`src/rtl/hazard_pkg.sv`:
```
// Shared types for the decode-stage hazard scoreboard: FSM state codes and
// the per-stage scoreboard entry.
package hazard_pkg;

    // Widest register specifier an entry can hold; narrower REG_BITS values
    // are zero-extended into this field.
    localparam int REG_BITS_MAX = 8;

    localparam logic [1:0] ST_IDLE    = 2'd0;
    localparam logic [1:0] ST_DSTALL  = 2'd1;
    localparam logic [1:0] ST_BSHADOW = 2'd2;

    typedef struct packed {
        logic                    valid;
        logic [REG_BITS_MAX-1:0] rd;
        logic                    isLoad;
    } scbEntry_t;

endpackage

```
`src/rtl/hazard_match.sv`:
```
// Combinational RAW comparator for one scoreboard entry: flags when a live
// in-flight destination equals either source the decode instruction reads.
module hazard_match
    import hazard_pkg::*;
(
    input  logic                    entValid,
    input  logic [REG_BITS_MAX-1:0] entRd,
    input  logic [REG_BITS_MAX-1:0] rs,
    input  logic [REG_BITS_MAX-1:0] rt,
    input  logic                    rsUsed,
    input  logic                    rtUsed,
    output logic                    match
);

    // Register 0 is an ordinary register here, so no zero exemption.
    assign match = entValid & ((rsUsed & (entRd == rs)) | (rtUsed & (entRd == rt)));

endmodule

```
`src/rtl/hazard_scoreboard.sv`:
```
// Decode-stage hazard scoreboard: tracks in-flight destinations for DEPTH
// downstream stages, holds the front end on RAW hazards and inserts
// BR_SHADOW bubbles behind every issued branch.
module hazard_scoreboard
    import hazard_pkg::*;
#(
    parameter int REG_BITS  = 3,
    parameter int DEPTH     = 3,
    parameter int FWD_EN    = 0,
    parameter int BR_SHADOW = 2,
    parameter int CNT_W     = 16
) (
    input  logic                clk,
    input  logic                rst_n,
    input  logic                id_valid,
    input  logic [REG_BITS-1:0] id_rs,
    input  logic [REG_BITS-1:0] id_rt,
    input  logic                id_rs_used,
    input  logic                id_rt_used,
    input  logic                id_writes,
    input  logic [REG_BITS-1:0] id_rd,
    input  logic                id_is_load,
    input  logic                id_is_branch,
    input  logic                flush,
    output logic                stall,
    output logic                nop_n,
    output logic [CNT_W-1:0]    stall_cnt
);

    localparam logic [3:0] SHADOW_INIT = 4'(BR_SHADOW);

    scbEntry_t [DEPTH-1:0]   scb;
    logic      [DEPTH-1:0]   match;
    logic      [DEPTH-1:0]   isLoadVec;
    logic [REG_BITS_MAX-1:0] rsExt, rtExt;
    logic [1:0]              state, stateNxt;
    logic [3:0]              shCnt, shCntNxt;
    logic                    raw;
    logic                    unusedBits;

    assign rsExt = REG_BITS_MAX'(id_rs);
    assign rtExt = REG_BITS_MAX'(id_rt);

    for (genvar k = 0; k < DEPTH; k++) begin : gMatch
        hazard_match uMatch (
            .entValid (scb[k].valid),
            .entRd    (scb[k].rd),
            .rs       (rsExt),
            .rt       (rtExt),
            .rsUsed   (id_rs_used),
            .rtUsed   (id_rt_used),
            .match    (match[k])
        );
        assign isLoadVec[k] = scb[k].isLoad;
    end

    // With forwarding only a load sitting in EX cannot be bypassed in time.
    if (FWD_EN != 0) begin : gFwd
        assign raw = match[0] & isLoadVec[0];
    end else begin : gNoFwd
        assign raw = |match;
    end

    // Whichever of these the chosen forwarding mode ignores is folded here.
    assign unusedBits = ^{isLoadVec, match};

    // Next-state and front-end hold; a hazard on a branch wins over its
    // shadow, which only starts once the branch actually issues.
    always_comb begin
        stall    = 1'b0;
        nop_n    = 1'b1;
        stateNxt = state;
        shCntNxt = shCnt;
        case (state)
            ST_BSHADOW: begin
                stall    = 1'b1;
                nop_n    = 1'b0;
                shCntNxt = shCnt - 4'd1;
                if (shCnt <= 4'd1) begin
                    stateNxt = ST_IDLE;
                    shCntNxt = 4'd0;
                end
            end
            default: begin
                if (id_valid && raw) begin
                    stall    = 1'b1;
                    nop_n    = 1'b0;
                    stateNxt = ST_DSTALL;
                end else if (id_valid && id_is_branch) begin
                    stateNxt = ST_BSHADOW;
                    shCntNxt = SHADOW_INIT;
                end else begin
                    stateNxt = ST_IDLE;
                end
            end
        endcase
        if (flush) begin
            stateNxt = ST_IDLE;
            shCntNxt = 4'd0;
        end
    end

    // FSM and shadow counter registers.
    always_ff @(posedge clk or negedge rst_n) begin
        if (!rst_n) begin
            state <= ST_IDLE;
            shCnt <= 4'd0;
        end else begin
            state <= stateNxt;
            shCnt <= shCntNxt;
        end
    end

    // Scoreboard shift: a bubble enters entry 0 whenever decode is held.
    always_ff @(posedge clk or negedge rst_n) begin
        if (!rst_n) begin
            scb <= '0;
        end else if (flush) begin
            scb <= '0;
        end else begin
            scb[0].valid  <= id_valid & id_writes & nop_n;
            scb[0].rd     <= REG_BITS_MAX'(id_rd);
            scb[0].isLoad <= id_is_load;
            for (int k = 1; k < DEPTH; k++) scb[k] <= scb[k-1];
        end
    end

    // Saturating count of bubble cycles.
    always_ff @(posedge clk or negedge rst_n) begin
        if (!rst_n) begin
            stall_cnt <= '0;
        end else if (!nop_n && (stall_cnt != {CNT_W{1'b1}})) begin
            stall_cnt <= stall_cnt + CNT_W'(1);
        end
    end

endmodule

```
`config.mk`:
```
export PLATFORM = sky130hd
export DESIGN_NAME = hazard_scoreboard
export DESIGN_NICKNAME = d
export VERILOG_FILES = /design/src/rtl/hazard_pkg.sv /design/src/rtl/hazard_match.sv /design/src/rtl/hazard_scoreboard.sv
export SDC_FILE = /design/constraint.sdc
export NUM_CORES = 1
export LEC_CHECK = 0
export BUFFER_PORTS_ARGS = -buffer_cell sky130_fd_sc_hd__buf_4
export CAP_MARGIN = 20
export CORE_MARGIN = 1.5
export CORE_UTILIZATION = 48
export DETAILED_ROUTE_END_ITERATION = 8
export PLACE_DENSITY = 0.74
export SLEW_MARGIN = 20
export SYNTH_ARGS = -nofsm -noshare
export SYNTH_HDL_FRONTEND = slang
export SYNTH_SLANG_ARGS = --single-unit
```
`constraint.sdc`:
```
create_clock -name clk -period 1.8 [get_ports clk]
set_input_delay 0 -clock clk [delete_from_list [all_inputs] [get_ports clk]]
set_output_delay 0 -clock clk [all_outputs]
set_load 0.01 [all_outputs]
```
; ---- Yosys cells after proc, flatten, opt, wreduce, memory -nomap -nowiden
; Index checks and enable logic that the tools add are counted.
[classes]
addsub = 2
multipliers = 0
div_mod_pow = 0
n_lt_le_gt_ge = 1
eq_ne = 10
shift = 0
n_mux = 15
bitwise_logic = 14
n_reduce_logical = 7
[ops]
columns = operator, n
row1 = 8-bit by 3-bit == test with 1-bit output, 6
row2 = 30-bit 2-to-1 mux, 1
row3 = 4-bit 2-to-1 mux, 5
row4 = 16-bit by 1-bit adder with 16-bit output (second input constant), 1
row5 = 16-bit != test (second input constant), 1
row6 = 1-bit AND, 11
row7 = 2-bit 2-to-1 mux, 5
row8 = 4-bit by 1-bit less-or-equal comparator with 1-bit output (second input constant), 1
row9 = 1-bit 2-to-1 mux, 4
row10 = 4-bit by 1-bit subtractor with 4-bit output (second input constant), 1
row11 = 1-bit logical AND, 3
row12 = 3-bit by 2-bit != test with 1-bit output (second input constant), 1
row13 = 3-bit != test (second input constant), 1
row14 = 1-bit OR, 3
row15 = 3-bit nonzero test, 1
row16 = 3-bit OR reduction, 1
row17 = 2-bit == test (second input constant), 1
row18 = 2-bit AND reduction, 1
row19 = 1-bit zero test, 1
[totals]
ff_bits = 51
latch_bits = 0
ramBits = 0
mem_bits_ro = 0
output_inout_bits = 18
n_memories = 0

; ---- Longest topological paths before layout
[logic_depth]
depth_word = 10
ltp_mapped = 8
mapped_depth_nobuf = 7

; ---- Hierarchy
; Synthesis repeated with hierarchy kept, for this count alone.
[unflattened]
cells_unflattened = 202
hier_area_um2 = 2090.8
[modules_own_cells]
columns = module, n_inst, cells_each, area_per_inst_um2, seq_area_each_um2
row1 = hazard_scoreboard, 1, 133, 1539.0, 850.8
row2 = hazard_match, 3, 23, 183.9, 0.0

; ---- Worst setup path before layout
; Ideal clock, no wire load.
[synth_timing]
path_kind = flip-flop to flip-flop
start = reg scb[2] (netlist name)
end = reg stall_cnt[12]
setup_ns = 0.128
arrival_ns = 1.655
slack_ns = 0.017
stages_incl_launch_ff = 8
n_path_buf = 0
synth_period_minus_slack_ns = 1.783
path_cell_list = dfrtp_1 > xnor2_1 > and4_1 > o21ai_2 > a31oi_2 > or2_4 > nand4_1 > mux2_1
[synth_via]
elab_chain_cells = 10
[synth_lines]
columns = item, line_no
row1 = start: declaration, hazard_scoreboard.sv:32  ; scbEntry_t [DEPTH-1:0] scb;
row2 = 8-bit by 3-bit == test with 1-bit output, hazard_match.sv:16  ; assign match = entValid & ((rsUsed & (entRd == rs)) | (rtUsed & (entRd == rt)));
row3 = 1-bit AND, hazard_match.sv:16
row4 = 1-bit OR (*), hazard_match.sv:16
row5 = 1-bit AND (*), hazard_match.sv:16
row6 = 3-bit OR reduction (*), hazard_scoreboard.sv:61  ; assign raw = |match;
row7 = 1-bit logical AND (*), hazard_scoreboard.sv:85  ; if (id_valid && raw) begin
row8 = 1-bit 2-to-1 mux (*), hazard_scoreboard.sv:85
row9 = 1-bit 2-to-1 mux (*), hazard_scoreboard.sv:74  ; case (state)
row10 = 1-bit zero test (*), hazard_scoreboard.sv:132  ; end else if (!nop_n && (stall_cnt != {CNT_W{1'b1}})) begin
row11 = 1-bit logical AND (*), hazard_scoreboard.sv:132
row12 = end signal: assignment, hazard_scoreboard.sv:133  ; stall_cnt <= stall_cnt + CNT_W'(1);
row13 = end: declaration, hazard_scoreboard.sv:27  ; output logic [CNT_W-1:0] stall_cnt
; Every way passes the cells marked *; elsewhere a longest branch is shown, timed or not.
; A chain may end at the register's enable or synchronous reset.

; ---- Worst setup path in the final report
[layout_timing]
start = reg scb[11] (netlist name)
end = reg stall_cnt[14]
; The elaborated chain is that of the path after synthesis.

==> impl_metrics.json <==
{
  "grt_use_total_pct": 20.8,
  "crit_chain": "xnor2_1 -> and4_1 -> o21ai_2 -> a31oi_4 -> buf_6 -> o21ai_4 -> buf_6 -> nor3_2 -> xor2_1",
  "num_antenna_cells": 0,
  "io_buffers": 34,
  "clockBufferDepth": 2,
  "maxCapViolCount": 0,
  "reg2reg_setup_slack_ps": -140,
  "crit_arrival_ps": 2160,
  "critPathLaunchType": "flip-flop",
  "die-height_um": 63.3,
  "crit_path_frequent_cell": "buf_6",
  "synth_mux_area_share_pct": 1.87,
  "power_density_nw_per_um2": 771,
  "row_count": 21,
  "fin_area_sq_um": 2440,
  "rr_worst_depth": 9,
  "synth-compound-area-share_pct": 6.03,
  "cts_tree": "yes",
  "drv_slew": 0,
  "vdd_drop_max_uv": 550,
  "synthXorXnorAreaFrac_pct": 16.6,
  "gp_congestion": 0.875,
  "crit_type": "reg2reg",
  "rsz0062_at_grt": "yes",
  "grt-ovfl-total": 0,
  "vias_per_cell": 5.13,
  "rr_startpoint": "scb[11]$_DFF_PN0_",
  "synthesis.nets": 181,
  "core_sq_um": 3420,
  "fin_nets": 248,
  "synthAdderAreaFrac_pct": 2.15,
  "syn-cell-area_sq_um": 1740,
  "synth_ff_type": "dfrtp_1",
  "required_ps": 2020,
  "cp_max_fo": 7,
  "place_area_sq_um": 2120,
  "die_area_sq_um": 4000,
  "drcViolationCount": 0,
  "synthArstFlopShare_pct": 100,
  "violations": "negative setup slack",
  "ant_nets": 0,
  "dieWidth_um": 63.3,
  "hold_viol": 0,
  "crit_start": "scb[11]$_DFF_PN0_",
  "max_stage_delay_ps": 440,
  "yosys.area_share.simple_pct": 22.0,
  "syn_area_per_cell_sq_um": 10.9,
  "detailedPlace.worstSlack_ps": -133,
  "cts_sinks": 34,
  "clk_latency_ps": 340,
  "io_pins": 36,
  "status": "finished with violations",
  "htree_num_levels": 2,
  "drt_first_iter_violations": 63,
  "wl_um": 3800,
  "crit_path_end_kind": "flip-flop",
  "max_freq_mhz": 517,
  "fin_crit_sh_pct": 108,
  "final-setup-viol-count": 17,
  "dr.pass1.iters": 4,
  "synth_cells": 160,
  "ys_seq_area_share_pct": 48.8,
  "r2r-end": "stall_cnt[14]$_DFFE_PN0P_",
  "min_period_ps": 1940,
  "post-dp-hpwl_um": 2630,
  "antenna_found_initial": 0,
  "synth_seq_cells": 34,
  "start_util_pct": 51.0,
  "ys_types": 34,
  "slew_headroom_pct": 71.6,
  "yosys_warnings": 0,
  "grt_max_degree": 35,
  "wire_per_inst_um": 14.0,
  "fin_skew_ps": 5.12,
  "whs_ps": 134,
  "crit_slowest_cell": "dfrtp_1",
  "cts.reportedPaths.clkPinSlew_ps": 90,
  "numCtsBuffers": 5,
  "vias": 1394,
  "grt_pass1_vias": 1446,
  "syn_to_final_growth_pct": 40.1,
  "drive_above_1_share_pct": 36.7,
  "worstMarginPinSlew_ps": 426,
  "grt_pass1_wl_um": 6450,
  "power.leakage_nw": 1.19,
  "root_buffer": "clkbuf_4",
  "fin_ws_ps": -135,
  "synth-edff-count": 0,
  "synth_top_family_by_area": "simple AND/OR/NAND/NOR gates",
  "hold_class": "in2async"
}
==> logic make-up (layout without fill, tap and decap cells) <==
kind of cell / Yosys count / in the layout
multiplexers: 3 / 3
buffers and inverters: 10 / 76
adder cells (fa/ha/maj): 3 / 3
XOR/XNOR: 33 / 33
AND/OR/NAND/NOR: 65 / 65
flip-flops: 34 / 34
AO/OA/AOI/OAI: 12 / 12
==> layout by cell type (no fill, tap or decap), drive strengths merged, types with 3 or more instances in the layout <==
| master | synthesis | routed |
|---|---|---|
| xnor2 | 20 | 20 |
| nand2 | 5 | 5 |
| dlygate4sd3 | 0 | 12 |
| clkbuf | 3 | 6 |
| dfrtp | 34 | 34 |
| o21ai | 7 | 7 |
| inv | 6 | 6 |
| ha | 3 | 3 |
| buf | 1 | 52 |
| and4 | 8 | 8 |
| nand3 | 10 | 10 |
| xor2 | 13 | 13 |
| nor2b | 12 | 12 |
| and3 | 6 | 6 |
| nor2 | 12 | 12 |
| nor3 | 4 | 4 |
==> cell type report <==
| type | count | area [sq um] |
|---|---|---|
| multi-input cells | 116 | 918 |
| repair buffers | 64 | 541 |
| flip-flops and latches | 34 | 851 |
| well taps | 46 | 57.6 |
| fillers | 248 | 975 |
| inverters | 6 | 22.5 |
| clock buffers | 6 | 51.3 |
==> metal layers <==
metal | global-route usage, % | wire [um] | up-vias
li1 | - | - | 670
met3 | 5.36 | 177 | 12
met5 | 0 | 0 | -
met1 | 23.3 | 1530 | 670
met4 | 8.15 | 101 | 0
met2 | 37.8 | 1990 | 42
==> flip-flops by register name, summed over array words and instances, names as in the netlist <==
signal and count:
state 2, shCnt 4, stall_cnt 16, scb 12
==> repair_timing <==
item,CTS,global route
resized for setup,13,14
pin swaps,8,7
setup endpoints to repair,17,20
endpoints found under the hold margin,48,0
hold buffers,12,0
setup buffers,6,1
==> synthesized netlist by cell type, types with 2 or more instances <==
cell type	n	share of area, %
dfrtp_1	34	49
xnor2_1	20	10
xor2_1	13	6.5
nor2_1	12	2.6
nor2b_1	12	4.3
nand3_1	10	2.9
and4_1	8	4.0
and3_1	6	2.2
inv_1	6	1.3
nand2_1	4	0.86
o21ai_2	4	2.0
clkbuf_1	3	0.65
ha_1	3	2.2
nor3_1	3	0.86
nand4_1	2	0.72
nor3b_1	2	0.86
==> stage by stage <==
stage | total power [mW] | util (%) | setup TNS (ps) | cells
finish | 1.88 | 71.5 | -1760 | 272
global route | 1.98 | 71.5 | -3100 | 272
CTS | 1.85 | 69.7 | -1850 | 271
detailed placement | 1.40 | 61.9 | -680 | 247
global placement | 1.38 | 61.9 | -112 | 247
floorplan | 1.16 | - | 0 | 160
==> where the power goes <==
part,total [mW],switching [mW],internal (mW)
clock,0.419,0.243,0.176
combinational,0.548,0.251,0.298
sequential,0.914,0.0790,0.835
==> how the worst max path moves through the flow <==
stage                                 to  slack (ps)  depth (start not counted)
3_5_place_dp    stall_cnt[1]$_DFFE_PN0P_        -130                          6
5_1_grt         stall_cnt[6]$_DFFE_PN0P_        -210                          9
3_3_place_gp    stall_cnt[1]$_DFFE_PN0P_         -60                          6
2_1_floorplan  stall_cnt[12]$_DFFE_PN0P_          20                          7
6_report       stall_cnt[14]$_DFFE_PN0P_        -140                          9
4_1_cts                            nop_n        -160                          8
==> critical path, delay by kind of cell (launching register included) <==
kind	cells	cell delay, ps
simple gates	2	250
flops	1	440
buf+inv	2	300
xor+xnor	2	280
compound gates	3	560
Note: power is estimated with default switching activity, not from simulation.
